File: src/rtl/mipi_rx_lane_aligner.sv
// D-PHY HS receive aligner: per-lane sync hunt and bit alignment, per-lane
// deskew FIFOs, and a burst FSM merging all enabled lanes into one word.

module mipi_rx_lane_aligner_lane #(
    parameter logic [7:0] SYNC_BYTE = 8'hB8,
    parameter int         DEPTH     = 4
) (
    input  logic       clk,
    input  logic       rst,
    input  logic [7:0] byte_in,
    input  logic       hunt,
    input  logic       run,
    input  logic       pop,
    input  logic       flush,
    output logic       locked,
    output logic [7:0] head,
    output logic       nonempty,
    output logic       overflow
);
    localparam int AW   = $clog2(DEPTH);
    localparam int CNTW = AW + 1;

    logic [7:0]      prev;
    logic [15:0]     window;
    logic [2:0]      offset;
    logic [2:0]      match_k;
    logic            match;
    logic [7:0]      mem [DEPTH];
    logic [AW-1:0]   wptr;
    logic [AW-1:0]   rptr;
    logic [CNTW-1:0] count;
    logic            push;
    logic            full;
    logic            wr;
    logic            rd;

    assign window = {byte_in, prev};

    // Descending scan so the lowest matching offset is the one kept.
    always_comb begin
        match   = 1'b0;
        match_k = '0;
        for (int k = 7; k >= 0; k--) begin
            if (window[k +: 8] == SYNC_BYTE) begin
                match   = 1'b1;
                match_k = 3'(k);
            end
        end
    end

    assign push     = run && locked;
    assign full     = (count == CNTW'(DEPTH));
    assign rd       = pop && nonempty;
    assign overflow = push && full && !rd;
    assign wr       = push && (!full || rd);
    assign head     = mem[rptr];
    assign nonempty = (count != '0);

    always_ff @(posedge clk or posedge rst) begin
        if (rst) begin
            prev   <= '0;
            locked <= 1'b0;
            offset <= '0;
        end else begin
            prev <= byte_in;
            if (flush) begin
                locked <= 1'b0;
                offset <= '0;
            end else if (hunt && !locked && match) begin
                locked <= 1'b1;
                offset <= match_k;
            end
        end
    end

    always_ff @(posedge clk or posedge rst) begin
        if (rst) begin
            wptr  <= '0;
            rptr  <= '0;
            count <= '0;
            for (int e = 0; e < DEPTH; e++) mem[e] <= '0;
        end else if (flush) begin
            wptr  <= '0;
            rptr  <= '0;
            count <= '0;
        end else begin
            if (wr) begin
                mem[wptr] <= window[offset +: 8];
                wptr      <= wptr + AW'(1);
            end
            if (rd) rptr <= rptr + AW'(1);
            count <= count + CNTW'(wr) - CNTW'(rd);
        end
    end
endmodule

module mipi_rx_lane_aligner #(
    parameter int         NUM_LANES    = 4,
    parameter logic [7:0] SYNC_BYTE    = 8'hB8,
    parameter int         DESKEW_DEPTH = 4,
    parameter int         SYNC_TIMEOUT = 16
) (
    input  logic                   HS_BYTE_CLK,
    input  logic                   RST,
    input  logic [NUM_LANES-1:0]   LANE_EN,
    input  logic [NUM_LANES-1:0]   HS_ACTIVE,
    input  logic [NUM_LANES*8-1:0] BYTE_IN,
    output logic [NUM_LANES-1:0]   LANE_SYNC,
    output logic [NUM_LANES*8-1:0] DATA_OUT,
    output logic                   DATA_VALID,
    output logic                   SOT,
    output logic                   EOT,
    output logic                   ERR_SYNC,
    output logic                   ERR_SKEW
);
    localparam logic [1:0] S_IDLE    = 2'd0;
    localparam logic [1:0] S_HUNT    = 2'd1;
    localparam logic [1:0] S_ALIGNED = 2'd2;
    localparam logic [1:0] S_ERR     = 2'd3;
    localparam int         CW        = $clog2(SYNC_TIMEOUT + 1);

    logic [1:0]                  state;
    logic [CW-1:0]               sync_cnt;
    logic [NUM_LANES-1:0]        locked;
    logic [NUM_LANES-1:0]        nonempty;
    logic [NUM_LANES-1:0]        overflow;
    logic [NUM_LANES-1:0][7:0]   head;
    logic [NUM_LANES*8-1:0]      merged;
    logic any_en, hs_all, eob, all_locked, any_locked, all_ready;
    logic skew_err, pop, timeout, sot_seen;

    assign any_en     = |LANE_EN;
    assign hs_all     = any_en && ((HS_ACTIVE & LANE_EN) == LANE_EN);
    assign eob        = (state != S_IDLE) && |(LANE_EN & ~HS_ACTIVE);
    assign all_locked = any_en && ((locked & LANE_EN) == LANE_EN);
    assign any_locked = |(locked & LANE_EN);
    assign all_ready  = any_en && &(nonempty | ~LANE_EN);
    assign skew_err   = |(overflow & LANE_EN);
    assign pop        = (state == S_ALIGNED) && all_ready && !eob;
    assign timeout    = any_locked && !all_locked && (sync_cnt == CW'(SYNC_TIMEOUT - 1));
    assign LANE_SYNC  = locked & LANE_EN;

    // Disabled lanes are held flushed so they never lock or hold data.
    for (genvar i = 0; i < NUM_LANES; i++) begin : g_lane
        mipi_rx_lane_aligner_lane #(
            .SYNC_BYTE(SYNC_BYTE),
            .DEPTH    (DESKEW_DEPTH)
        ) u_lane (
            .clk     (HS_BYTE_CLK),
            .rst     (RST),
            .byte_in (BYTE_IN[8*i +: 8]),
            .hunt    (LANE_EN[i] && (state == S_HUNT)),
            .run     (LANE_EN[i] && ((state == S_HUNT) || (state == S_ALIGNED)) && !eob),
            .pop     (pop && LANE_EN[i]),
            .flush   ((state == S_IDLE) || eob || !LANE_EN[i]),
            .locked  (locked[i]),
            .head    (head[i]),
            .nonempty(nonempty[i]),
            .overflow(overflow[i])
        );
        assign merged[8*i +: 8] = LANE_EN[i] ? head[i] : 8'h00;
    end

    always_ff @(posedge HS_BYTE_CLK or posedge RST) begin
        if (RST) begin
            state      <= S_IDLE;
            sync_cnt   <= '0;
            sot_seen   <= 1'b0;
            DATA_OUT   <= '0;
            DATA_VALID <= 1'b0;
            SOT        <= 1'b0;
            EOT        <= 1'b0;
            ERR_SYNC   <= 1'b0;
            ERR_SKEW   <= 1'b0;
        end else begin
            EOT        <= 1'b0;
            DATA_VALID <= pop;
            SOT        <= pop && !sot_seen;
            DATA_OUT   <= pop ? merged : '0;
            if (pop) sot_seen <= 1'b1;
            if ((state == S_HUNT) && any_locked && (sync_cnt != CW'(SYNC_TIMEOUT)))
                sync_cnt <= sync_cnt + CW'(1);
            if (eob) begin
                state    <= S_IDLE;
                EOT      <= (state == S_ALIGNED);
                ERR_SYNC <= 1'b0;
                ERR_SKEW <= 1'b0;
                sync_cnt <= '0;
                sot_seen <= 1'b0;
            end else begin
                case (state)
                    S_IDLE: if (hs_all) state <= S_HUNT;
                    S_HUNT: begin
                        if (skew_err) begin
                            state    <= S_ERR;
                            ERR_SKEW <= 1'b1;
                        end else if (all_locked) begin
                            state <= S_ALIGNED;
                        end else if (timeout) begin
                            state    <= S_ERR;
                            ERR_SYNC <= 1'b1;
                        end
                    end
                    S_ALIGNED: begin
                        if (skew_err) begin
                            state    <= S_ERR;
                            ERR_SKEW <= 1'b1;
                        end
                    end
                    default: ;
                endcase
            end
        end
    end
endmodule

File: config.mk
export PLATFORM = sky130hd
export DESIGN_NAME = mipi_rx_lane_aligner
export DESIGN_NICKNAME = d
export VERILOG_FILES = /design/src/rtl/mipi_rx_lane_aligner.sv
export SDC_FILE = /design/constraint.sdc
export NUM_CORES = 1
export LEC_CHECK = 0
export ABC_CLOCK_PERIOD_IN_PS = 17700
export CAP_MARGIN = 0
export CORE_MARGIN = 2
export CORE_UTILIZATION = 40
export CTS_CLUSTER_DIAMETER = 30
export DETAILED_ROUTE_END_ITERATION = 10
export MAX_ROUTING_LAYER = met4
export PLACE_DENSITY = 0.55
export SETUP_SLACK_MARGIN = 0.05
export SLEW_MARGIN = 20
export SYNTH_ARGS = -nofsm -noshare
export SYNTH_HDL_FRONTEND = slang
export SYNTH_SLANG_ARGS = --single-unit
File: constraint.sdc
create_clock -name HS_BYTE_CLK -period 17.7 [get_ports HS_BYTE_CLK]
set_input_delay 3.54 -clock HS_BYTE_CLK [delete_from_list [all_inputs] [get_ports HS_BYTE_CLK]]
set_output_delay 3.54 -clock HS_BYTE_CLK [all_outputs]
set_load 0.01 [all_outputs]
# Yosys cells after proc, flatten, opt, wreduce, memory -nomap -nowiden
# Cells that the tools add are included.
# W data, S select, Z words.
[classes]
eq_ne = 47
muxes = 149
add_sub_neg = 17
shifts = 4
reduce_logical = 126
n_lt_le_gt_ge = 12
bitwise_logic = 19
[ops]
columns = ["operator", "n"]
rows = [
  ["$eq A8 B8 Y1 const B", 32],
  ["$mux W3", 44],
  ["$bwmux W32", 4],
  ["$mux W8", 16],
  ["$bmux W8 S2", 4],
  ["$demux W8 S2", 4],
  ["$shiftx A16 B4 Y8", 4],
  ["$logic_and A1 B1 Y1", 59],
  ["$mux W1", 51],
  ["$mux W2", 22],
  ["$reduce_bool A2 Y1", 19],
  ["$mux W32", 1],
  ["$ge A3 B3 Y1 const B", 8],
  ["$not A2 Y3", 8],
  ["$logic_not A1 Y1", 19],
  ["$add A2 B1 Y2 const B", 8],
  ["$and A4 B4 Y4", 4],
  ["$reduce_or A4 Y1", 4],
  ["$add A3 B1 Y3", 4],
  ["$eq A3 B3 Y1 const B", 4],
  ["$lt A3 B1 Y1 const B", 4],
  ["$reduce_and A4 Y1", 3],
  ["$reduce_bool A3 Y1", 4],
  ["$sub A3 B1 Y3", 4],
  ["other kinds (18)", 40],
]
[word_totals]
out_inout_bits = 41
regBits = 249
wordCells = 423

# Longest topological paths before layout
[depth]
word_depth = 15
ltp_mapped = 15
ltp_nobuf = 14

# Cells and area by module
# From an unflattened synthesis, not the netlist that was laid out.
[unflattened]
hier_cells = 1063
area_unflattened_um2 = 13425.4
[modules_own_cells]
columns = ["mod", "instances", "area_per_inst_um2", "cells_per_inst"]
rows = [
  ["mipi_rx_lane_aligner_lane (g_lane[0].u_lane ...)", 2, 2834.0, 225],
  ["mipi_rx_lane_aligner_lane (g_lane[3].u_lane)", 1, 2906.5, 214],
  ["mipi_rx_lane_aligner_lane (g_lane[1].u_lane)", 1, 2862.7, 216],
  ["mipi_rx_lane_aligner", 1, 1988.2, 183],
]

# Worst setup path before layout
# Ideal clock, no wire load.
[synth_timing]
path_kind = "input -> output"
start = "input port LANE_EN[2]"
end = "output port LANE_SYNC[2]"
setup_slack_ps = 10212
t_arrival_ps = 3948
stages = 3
t_required_ps = 14160
cell_sequence = "buf_2 -> nand2_1 -> inv_1"
[synth_via]
elab_chain_cells = 1
[synth_lines]
columns = ["element", "line", "text"]
rows = [
  ["start: declaration", "105", "input logic [NUM_LANES-1:0] LANE_EN,"],
  ["$and A4 B4 Y4", "141", "assign LANE_SYNC = locked & LANE_EN;"],
  ["end: declaration", "108", "output logic [NUM_LANES-1:0] LANE_SYNC,"],
]
# No other way between the ends.

# Worst setup path after layout
[layout_timing]
start = "input port LANE_EN[3]"
end = "output port LANE_SYNC[3]"
# Same word-level chain as after synthesis.

==> reports/results.txt <==
Status: completed
Area grow syn2layout: 25.3%
CTS Buf Count: 59
Placed instance count: 1,536
Util after Layout: 51.2%
First-pass GRT wire length: 48.1 mm
Synth Area in Adders: 3.51%
Max Fanout on Critical Path: 18
Mapped Nets: 1,172
Hold crit path type: reg2reg
Ys flop type: dfrtp_1
FF-to-FF path depth: 15
Area leader, netlist: dfrtp_1
Global route overflow: 0
Root buffer cell: clkbuf_16
Yosys top cell area share: 48.1%
Syn Area/Cell: 11.8 um2
Clock Sinks: 249
Core area: 31,700 um2
Vias in the first global route: 9,148
Finished Layout Cells: 1,645
Maximum vdd drop: 0.0881 mV
WS Path Type: in2out
Ratio of cells with drive above 1 in the final layout: 24.5%
Routed len/inst: 17.2 um
Total GRT Usage: 18.0%
Clk_lat worst skew: 0.57 ns
Setup bufs post-CTS: 0
Antenna diode count: 0
XOR/XNOR Fraction of Synth Area: 1.55%
Compound-Gate Fraction of Synth Area: 6.13%
Worst-case clock buffer depth: 3
Fill cells: 2,764
Setup TNS Final: 0 ns
Synth cell types: 64
Pwr dens: 114 nW/um2
RSZ-0062 raised after global routing: no
Routed Antenna Nets: 0
Period utilization: 50.3%
Hold WS: 0.457 ns
Hold path cells: 1
Max-Cap Viols: 0
Initial antenna violation count: 0
Commonest non-fill, non-tap cell in the layout: dfrtp_1
Worst EP arrival: 5.36 ns
Largest family of logic cells by synthesized area: multiplexers
H-tree lvl count: 2
Total number of vias: 8,764
Final setup viols: 0
Post-DP HPWL: 19.0 mm
CTS tree: done
Post-synthesis mux area share: 22.9%
Buffers on Ports: 82
Clock skew: 0.0256 ns
Hold-fix buffers, CTS: 0
Headroom to the max-slew limit: 36.6%
Final nets: 1,271
Synth async-reset ratio: 100%
Mapped Cells: 1,096
CP endpoint kind: output pin
DR vias/cell: 5.33
Leakage: 7.51 nW
Initial Util: 40.9%
Most frequent cells in the layout: dfrtp_1 (249), mux2_2 (133), nand2_1 (87)
Main area contributors after synthesis: dfrtp_1 (48%), mux2_2 (12%), mux4_2 (7.0%), mux2i_1 (3.7%), ha_1 (2.9%)
Die area: 33,900 um2
Initial drt markers: 417
GP Congestion: 0.826
Total I/O pin count: 83
Cell row count: 65
Synth Area in Simple Gates: 14.3%
EDFF count, synth: 0
DR pass1 iterations: 5
Post-synthesis register bit count: 249
Resize count post-CTS: 0
Register area share after synthesis: 48.1%
Synth Cell Area: 13,000 um2
Tmin final: 8.90 ns
Routed WL: 28.3 mm
Final Hold Vio Count: 0
Slew Viols, Final: 0
Fmax: 112 MHz
Die Y: 184 um
Clk slew on worst S/H paths: 0.04 ns
Worst slew pin tran: 0.951 ns
Chip width: 184 um
Crit start category: input pin
Largest net degree at the start of global routing: 136
Post-route DRC: 0
Synthesis Warnings: 0
Critical path required time: 14.16 ns
[layout make-up]
| cell class | instances | area, um2 | area share, % |
|---|---|---|---|
| sequential | 249 | 6230 | 38.4 |
| timing repair buffer | 91 | 888 | 5.47 |
| multi-input combinational | 742 | 6280 | 38.7 |
| inverter | 52 | 203 | 1.25 |
| clock buffer | 81 | 1680 | 10.3 |
| tap | 402 | 503 | 3.10 |
| clock inverter | 28 | 455 | 2.80 |
[cells by family after synthesis]
group,Yosys count
xor+xnor,23
fa+ha+maj,34
buf+inv,105
compound gates,123
simple gates,334
mux,228
flops,249
[power breakdown]
part	switching (W)	total, W	internal [W]
Combinational	0.0000806	0.000126	0.0000453
Clock	0.000330	0.00115	0.000815
Sequential	0.00000978	0.000589	0.000579
[path summary, 6_finish.rpt]
check / start / to / slack, ns
worst max-delay path: LANE_EN[3] / LANE_SYNC[3] / 8.80
max in group asynchronous: RST / g_lane[0].u_lane.rptr[0] / 12.67
worst min register to register: sot_seen / SOT / 0.46
min in group asynchronous: RST / g_lane[2].u_lane.prev[5] / 3.57
worst max register to register: state[1] / g_lane[1].u_lane.count[2] / 14.00
worst min-delay path: sot_seen / SOT / 0.46
[per-stage QoR]
stage / cell area, um2 / power, W / setup slack (ns)
after global placement: 14100 / 0.000722 / 8.81
after global routing: 16200 / 0.00193 / 8.66
after floorplan: 13000 / 0.000675 / 7.32
final: 16200 / 0.00186 / 8.80
after detailed placement: 14100 / 0.000723 / 8.80
after CTS: 16200 / 0.00188 / 8.78
[layer usage]
metal	part of all wire (%)	vias to the layer above	global-route usage (%)
met5	0	-	-
met4	2.0	0	5.31
met2	45	163	27.3
met3	4.2	52	3.49
li1	-	4182	-
met1	48	4367	24.7
[flip-flops by register name, summed over array words and instances, names as in the netlist]
signal	count
g_lane.u_lane.locked	4
sync_cnt	5
ERR_SKEW	1
g_lane.u_lane.prev	32
DATA_OUT	32
g_lane.u_lane.wptr	8
SOT	1
g_lane.u_lane.count	12
state	2
g_lane.u_lane.rptr	8
ERR_SYNC	1
g_lane.u_lane.mem	128
g_lane.u_lane.offset	12
sot_seen	1
EOT	1
DATA_VALID	1
[Yosys cell counts (all sizes together) (22+ instances only)]
| cell | number |
|---|---|
| clkbuf | 34 |
| inv | 48 |
| and3 | 54 |
| mux2 | 140 |
| nand2 | 91 |
| nor4bb | 31 |
| dfrtp | 249 |
| a21oi | 38 |
| ha | 30 |
| nor2 | 66 |
| nand3 | 22 |
| mux2i | 48 |
| o21ai | 44 |
| mux4 | 40 |
[critical path, cell delays in order]
cell	delay, ns
clkdlybuf4s50_1	0.78
nand2_1	0.29
inv_1	0.19
clkdlybuf4s50_1	0.55
No activity file was read; power rests on OpenSTA's default activity.
